--- src/rtl/reg_scan_display.sv ---
// Register-file scanner: settles on an address, captures the read data and
// shows the low 24 data bits plus the 5-bit address on eight 7-segment digits.
module reg_scan_display #(
  parameter int unsigned SCAN_PERIOD   = 50000000,
  parameter int unsigned SETTLE_CYCLES = 2
) (
  input  logic        clk,
  input  logic        rst_n,
  input  logic        autoMode,
  input  logic [4:0]  manualAddr,
  input  logic        hold,
  output logic [4:0]  regAddr,
  input  logic [31:0] regData,
  output logic [55:0] hexOut,
  output logic        dataChanged
);

  localparam int unsigned ADDR_W   = 5;
  localparam int unsigned DATA_W   = 32;
  localparam int unsigned HEX_W    = 56;
  localparam int unsigned SEG_W    = 7;
  localparam int unsigned DWELL_W  = (SCAN_PERIOD > 2) ? $clog2(SCAN_PERIOD) : 1;
  localparam int unsigned SETTLE_W = (SETTLE_CYCLES > 1) ? $clog2(SETTLE_CYCLES) : 1;

  typedef enum logic [1:0] {
    SETTLE  = 2'd0,
    CAPTURE = 2'd1,
    DWELL   = 2'd2
  } state_t;

  state_t              state, state_nxt;
  logic [ADDR_W-1:0]   addr_reg, addr_nxt;
  logic [SETTLE_W-1:0] settle_cnt, settle_nxt;
  logic [DWELL_W-1:0]  dwell_cnt, dwell_nxt;
  logic [DATA_W-1:0]   data_reg, data_nxt;
  logic                changed_nxt;
  logic [HEX_W-1:0]    hex_nxt;
  logic                settle_last;
  logic                dwell_last;
  logic                frozen;

  assign settle_last = (settle_cnt == SETTLE_W'(SETTLE_CYCLES - 1));
  assign dwell_last  = (dwell_cnt == DWELL_W'(SCAN_PERIOD - 1));
  assign frozen      = (state == DWELL) && hold;
  assign regAddr     = addr_reg;

  function automatic logic [SEG_W-1:0] seg7(input logic [3:0] v);
    case (v)
      4'h0: seg7 = 7'h40;
      4'h1: seg7 = 7'h79;
      4'h2: seg7 = 7'h24;
      4'h3: seg7 = 7'h30;
      4'h4: seg7 = 7'h19;
      4'h5: seg7 = 7'h12;
      4'h6: seg7 = 7'h02;
      4'h7: seg7 = 7'h78;
      4'h8: seg7 = 7'h00;
      4'h9: seg7 = 7'h10;
      4'hA: seg7 = 7'h08;
      4'hB: seg7 = 7'h03;
      4'hC: seg7 = 7'h46;
      4'hD: seg7 = 7'h21;
      4'hE: seg7 = 7'h06;
      default: seg7 = 7'h0E;
    endcase
  endfunction

  // State register
  always_ff @(posedge clk) begin
    if (!rst_n) state <= SETTLE;
    else        state <= state_nxt;
  end

  // Next-state logic; mode and address inputs only matter in DWELL
  always_comb begin
    state_nxt = state;
    case (state)
      SETTLE:  if (settle_last) state_nxt = CAPTURE;
      CAPTURE: state_nxt = DWELL;
      DWELL: begin
        if (!hold) begin
          if (autoMode) begin
            if (dwell_last) state_nxt = SETTLE;
          end else if (manualAddr != addr_reg) begin
            state_nxt = SETTLE;
          end else begin
            state_nxt = CAPTURE;
          end
        end
      end
      default: state_nxt = SETTLE;
    endcase
  end

  // Datapath next values per state
  always_comb begin
    addr_nxt    = addr_reg;
    settle_nxt  = settle_cnt;
    dwell_nxt   = dwell_cnt;
    data_nxt    = data_reg;
    changed_nxt = 1'b0;
    case (state)
      SETTLE: begin
        if (!settle_last) settle_nxt = settle_cnt + SETTLE_W'(1);
      end
      CAPTURE: begin
        data_nxt    = regData;
        changed_nxt = (regData != data_reg);
        dwell_nxt   = '0;
      end
      DWELL: begin
        if (!hold) begin
          if (autoMode) begin
            if (dwell_last) begin
              addr_nxt   = addr_reg + ADDR_W'(1);
              settle_nxt = '0;
            end else begin
              dwell_nxt = dwell_cnt + DWELL_W'(1);
            end
          end else if (manualAddr != addr_reg) begin
            addr_nxt   = manualAddr;
            settle_nxt = '0;
          end
        end
      end
      default: ;
    endcase
  end

  // Display encoding; frozen while held so the digits cannot shift under hold
  always_comb begin
    hex_nxt = hexOut;
    if (!frozen) begin
      for (int i = 0; i < 6; i++) begin
        hex_nxt[SEG_W*i +: SEG_W] = seg7(data_reg[4*i +: 4]);
      end
      hex_nxt[SEG_W*6 +: SEG_W] = seg7(addr_reg[3:0]);
      hex_nxt[SEG_W*7 +: SEG_W] = seg7({3'b000, addr_reg[4]});
    end
  end

  always_ff @(posedge clk) begin
    if (!rst_n) begin
      addr_reg    <= '0;
      settle_cnt  <= '0;
      dwell_cnt   <= '0;
      data_reg    <= '0;
      dataChanged <= 1'b0;
      hexOut      <= {HEX_W{1'b1}};
    end else begin
      addr_reg    <= addr_nxt;
      settle_cnt  <= settle_nxt;
      dwell_cnt   <= dwell_nxt;
      data_reg    <= data_nxt;
      dataChanged <= changed_nxt;
      hexOut      <= hex_nxt;
    end
  end

endmodule

--- config.mk ---
export PLATFORM = sky130hd
export DESIGN_NAME = reg_scan_display
export DESIGN_NICKNAME = d
export VERILOG_FILES = /design/src/rtl/reg_scan_display.sv
export SDC_FILE = /design/constraint.sdc
export NUM_CORES = 1
export LEC_CHECK = 0
export BUFFER_PORTS_ARGS = -buffer_cell sky130_fd_sc_hd__buf_2
export CORE_MARGIN = 2
export CORE_UTILIZATION = 40
export DETAILED_ROUTE_END_ITERATION = 12
export HOLD_SLACK_MARGIN = 0.08
export SYNTH_ARGS = -nofsm -noshare
export SYNTH_HDL_FRONTEND = slang
export SYNTH_SLANG_ARGS = --single-unit
--- constraint.sdc ---
create_clock -name clk -period 2.32 [get_ports clk]
set_clock_uncertainty 0.05 [all_clocks]
set_input_delay 0.464 -clock clk [delete_from_list [all_inputs] [get_ports clk]]
set_output_delay 0.464 -clock clk [all_outputs]
set_load 0.05 [all_outputs]
; Word-level counts from Yosys, hierarchy flattened
; Memory sizes are Yosys's and may differ from the RTL's. A register that Yosys moved wholly into a read port is not among the register bits.
; Cells that the tools add are included.
[word_totals]
rom_bits = 784
output_inout_bits = 62
ff_bits = 123
memories = 7
[memory_table]
columns = memory, words, word_bits, read_ports, rd_ports_with_merged_regs, write_ports, line_no
row1 = (no name shown), 16, 7, 1, 1, 0, 48  ; case (v)
row2 = (no name shown), 16, 7, 1, 1, 0, 48
row3 = (no name shown), 16, 7, 1, 1, 0, 48
row4 = (no name shown), 16, 7, 1, 1, 0, 48
row5 = (no name shown), 16, 7, 1, 1, 0, 48
row6 = (no name shown), 16, 7, 1, 1, 0, 48
row7 = +1 memories, --, --, --, --, --, --
[classes]
bitwise_logic = 2
n_reduce_logical = 24
n_mux = 20
addsub = 3
n_eq_ne = 12
[ops]
columns = op, count
row1 = $mux 26, 3
row2 = $pmux 26 s2, 1
row3 = $ne 32x32->1, 1
row4 = $add 26x1->26 const B, 1
row5 = $eq 26x26->1 const B, 1
row6 = $mux 5, 3
row7 = $logic_not 1->1, 14
row8 = $pmux 7 s2, 1
row9 = $reduce_and 4->1, 3
row10 = $mux 2, 4
row11 = $ne 2x2->1 const B, 4
row12 = $mux 1, 6
row13 = $pmux 2 s3, 1
row14 = $reduce_bool 2->1, 3
row15 = $add 5x1->5 const B, 1
row16 = $ne 5x5->1, 1
row17 = $ne 3x2->1 const B, 1
row18 = $ne 3x3->1 const B, 1
row19 = $reduce_and 3->1, 1
row20 = $eq 2x1->1 const B, 1
row21 = $eq 2x2->1 const B, 1
row22 = $logic_not 2->1, 1
row23 = $ne 2x1->1 const B, 1
row24 = $not 1->1, 2
row25 = 4 further kinds, 4

; Longest topological paths before layout
[logic_depth]
ltp_word = 5
mapped_depth = 8
depth_no_buf = 7

; Worst setup path before layout
; No wires, ideal clock.
[synth_path]
path_kind = register to register
start = reg dwell_cnt[1]
end = reg addr_reg[2], in the netlist regAddr[2]
t_arrival_ps = 2209
path_stages_with_launch = 9
required_ps = 2178
n_path_buf = 2
path_slack_ps = -31
path_cell_list = dfxtp_1 -> ha_1 -> nand3_2 -> or4_4 -> buf_6 -> o21a_4 -> or3_1 -> buf_2 -> o32ai_1
[synth_between]
elab_chain_cells = 3
[synth_lines]
columns = element, line_no
row1 = "start, declared", 34  ; logic [DWELL_W-1:0] dwell_cnt, dwell_nxt;
row2 = "start signal, assigned", 153  ; dwell_cnt <= dwell_nxt;
row3 = $eq 26x26->1, 43  ; assign dwell_last = (dwell_cnt == DWELL_W'(SCAN_PERIOD - 1));
row4 = $ne 2x1->1 (no line), --
row5 = $reduce_and 4->1 (no line), --
row6 = "end signal, assigned", 151  ; addr_reg <= addr_nxt;
row7 = "end, declared", 32  ; logic [ADDR_W-1:0] addr_reg, addr_nxt;
; Every way passes these cells.
; A chain may end at the register's enable or synchronous reset.

; Worst setup path in the final report
[layout_path]
start = reg dwell_cnt[1]
end = reg dwell_cnt[6]
[layout_between]
elab_chain_cells = 5
elab_cells_between_ends = 8
cone_classes = add/sub (1) / eq/ne (2) / mux (4) / reduce/logical (1)
[layout_lines]
columns = element, line_no
row1 = $add 26x1->26, 118  ; dwell_nxt = dwell_cnt + DWELL_W'(1);
row2 = $mux 26, 114  ; if (dwell_last) begin
row3 = $mux 26, 113  ; if (autoMode) begin
row4 = $mux 26, 112  ; if (!hold) begin
row5 = $pmux 26 s2, 102  ; case (state)
; Several ways; a longest one is shown, not always the timed one. The select of a mux whose other input is x is not followed.

==> impl_metrics.toml <==
[outcome]
status = "finished clean"

[floorplanning]
die_area_um2 = 18200
design.core.area_um2 = 16700
io_pins = 103
initial_core_util_pct = 41.1
rows = 47
fp.dieH_um = 135
die_w_um = 135

[synthesis]
netlist_area_um2 = 6870
synth-seq-cells = 118
netlist_instances = 857
ys_types = 55
yosysSeqAreaShare_pct = 34.4
netlist_top_cells_area = "dfxtp_1, ha_1, nand2_1, xnor2_1, o21ai_0"
ys_top_cells_by_count = "nand2_1, dfxtp_1, nor2_1"
synth_area_per_cell_um2 = 8.02
synth_flop_cell = "dfxtp_1"
async_flop_share_pct = 0
synth_most_common_cell = "nand2_1"
yosys_warnings = 0
synth_edf_count = 0
syn-num-nets = 941
synth_top_area_share_pct = 34.4
yosys.area.top_type = "dfxtp_1"

[critical_path]
worst-path-max-fanout = 26
cp_top_family = "simple AND/OR/NAND/NOR gates"
crit_chain = "ha_2 -> nand3_4 -> or4_4 -> buf_4 -> o21ai_1 -> buf_12 -> nand2_1 -> a221oi_1"
path_class = "reg2reg"
cp.buffers_inverters = 2
cpPeakStageDelay_ns = 0.50
crit_path_start_kind = "register"
crit_required_ns = 2.59
critical_path.slowest_cell = "or4_4"
crit_arrival_ns = 2.48
crit_path_end_kind = "register"

[timing]
maxSlewHeadroom_pct = 59.8
setup_tns_ns = 0
setup_viol = 0
tightest_slew_ns = 0.601
period_share_pct = 95.3
maxSlewViolCount = 0
fmax_ghz = 0.452
rsz0062_at_grt = "false"
hold_violations = 0
period_minus_slack_ns = 2.21

[pwr]
switching_share_pct = 32.3
p_comb_share_pct = 22.8
leakage_nw = 3.18
p_per_area_nw_per_um2 = 749
internal_power_mw = 4.18
pwr-share-clk_pct = 38.9
seqPwrFrac_pct = 38.3
p_switching_mw = 2.00
ir_worst_vdd_v = 0.000573

[placement]
place_area_um2 = 7700
gp_congestion = 0.848
port_buffers = 101
dp_hpwl_um = 12800

[global_routing]
grt_max_degree = 69
grt_pass1_wl_um = 29500
grt_pass1_vias = 5812
grt_usage_pct = 20.3
grt_overflow_total = 0
grt_antenna_before_repair = 3

[cts]
htree_levels = 4
ctsHoldBuffers = 0
clk_pin_slew_ns = 0.05
cts_root_buffer = "clkbuf_16"
clk_latency_ns = 0.42
cts_tree = "done"
postCtsSetupBuffers = 0
clock-sinks = 118
numCtsBuffers = 17
clock_path_buffers = 2

[layout]
nets = 1031
drive_gt1_share_pct = 19.4
largest_reg_flops = 51
area_delta_synth_final_pct = 20.2
design_area_um2 = 8260

[detailed_routing]
drt_iter0_markers = 345
wl_per_cell_um = 15.2
dr_total_vias = 6314
vias_per_cell = 5.35
drc_errors = 0
ant_nets = 0
firstDrtPassIters = 5
drt_wl_total_um = 18000

[flow_run]
drv_cap = 0

[min_path]
hp-class = "in2reg"
## cells in the final DEF, fill, tap and decap left out, drive strengths merged, types with 3 or more instances in the layout
master   instances
nor4             6
nor3            17
o21ai           57
nand4           18
a221oi          15
nor2b           13
dfxtp          118
or2              3
and3             4
a211o            4
inv             33
nand2b          22
a211oi           8
nor2            65
clkinv           4
ha              43
buf            137
mux4             7
nand3           17
or3              7
o21a             5
a21o             6
mux2i           14
nand2          137
o311ai          22
o211ai          20
clkbuf          28
a32oi            6
o31ai            5
and2             5
a21oi           45
o2111ai          5
xnor2           37
or4              7
## path summary, 6_finish.rpt
check	from	end	slack (ns)	depth (start not counted)
min reg2reg	hexOut[51]	hexOut[51]	0.40	2
max reg2reg	dwell_cnt[1]	dwell_cnt[6]	0.11	8
max	dwell_cnt[1]	dwell_cnt[6]	0.11	8
min	regData[26]	data_reg[26]	0.25	3
## cell families after synthesis
kind of cell / after synthesis / synth area share (%)
AO/OA/AOI/OAI: 208 / 20.2
XOR/XNOR: 39 / 4.97
adder cells (fa/ha/maj): 43 / 7.83
buffers and inverters: 100 / 5.90
flip-flops: 118 / 34.4
multiplexers: 21 / 4.33
other: 1 / 0.0546
AND/OR/NAND/NOR: 327 / 22.3
## repair_timing
| item | in CTS | in global routing |
|---|---|---|
| endpoints found under the setup margin | 0 | 2 |
| hold endpoints to repair | 0 | 0 |
| gates resized for setup | 0 | 2 |
## worst reg2reg max path: cells and delay by family (launching register included)
kind | cells | cell delay, ns
buffers and inverters | 2 | 0.37
adder cells (fa/ha/maj) | 1 | 0.21
AO/OA/AOI/OAI | 2 | 0.48
AND/OR/NAND/NOR | 3 | 0.66
flip-flops | 1 | 0.35
## layout make-up
cell class                      instances  area (µm²)
Inverter                               34         128
Clock inverter                          3        15.0
Antenna cell                            2        5.00
Sequential cell                       118        2360
Clock buffer                           28         527
Timing Repair Buffer                  137         813
Tap cell                              220         275
Multi-Input combinational cell        639        4130
Fill cell                            1664        8440
## metrics by stage
stage | power [mW] | hold slack, ns | cells | worst slack, ns | util [%]
floorplan | 3.44 | 0.385 | 857 | 0.0153 | -
global placement | 3.81 | 0.390 | 1148 | 0.121 | 46.1
detailed placement | 3.82 | 0.400 | 1148 | 0.0931 | 46.1
CTS | 6.24 | 0.237 | 1179 | 0.0764 | 49.3
global route | 6.50 | 0.256 | 1179 | 0.00507 | 49.4
finish | 6.18 | 0.252 | 1181 | 0.110 | 49.4
## power by group through the flow
stage | Clock, mW | Combinational, mW | Sequential (mW)
finish | 2.40 | 1.41 | 2.37
global route | 2.57 | 1.54 | 2.39
CTS | 2.45 | 1.42 | 2.37
detailed placement | 0 | 1.41 | 2.41
global placement | 0 | 1.41 | 2.40
floorplan | 0 | 0.702 | 2.73
## per-layer routing
metal	wire length, µm	global-route usage [%]	vias to the layer above	share of wire, %
met5	13	0	-	0.072
met4	193	5.79	2	1.1
met3	912	5.22	20	5.1
met2	8210	31.4	121	46
met1	8670	27.9	2947	48
li1	-	-	3224	-
Note: power is estimated with default switching activity, not from simulation.
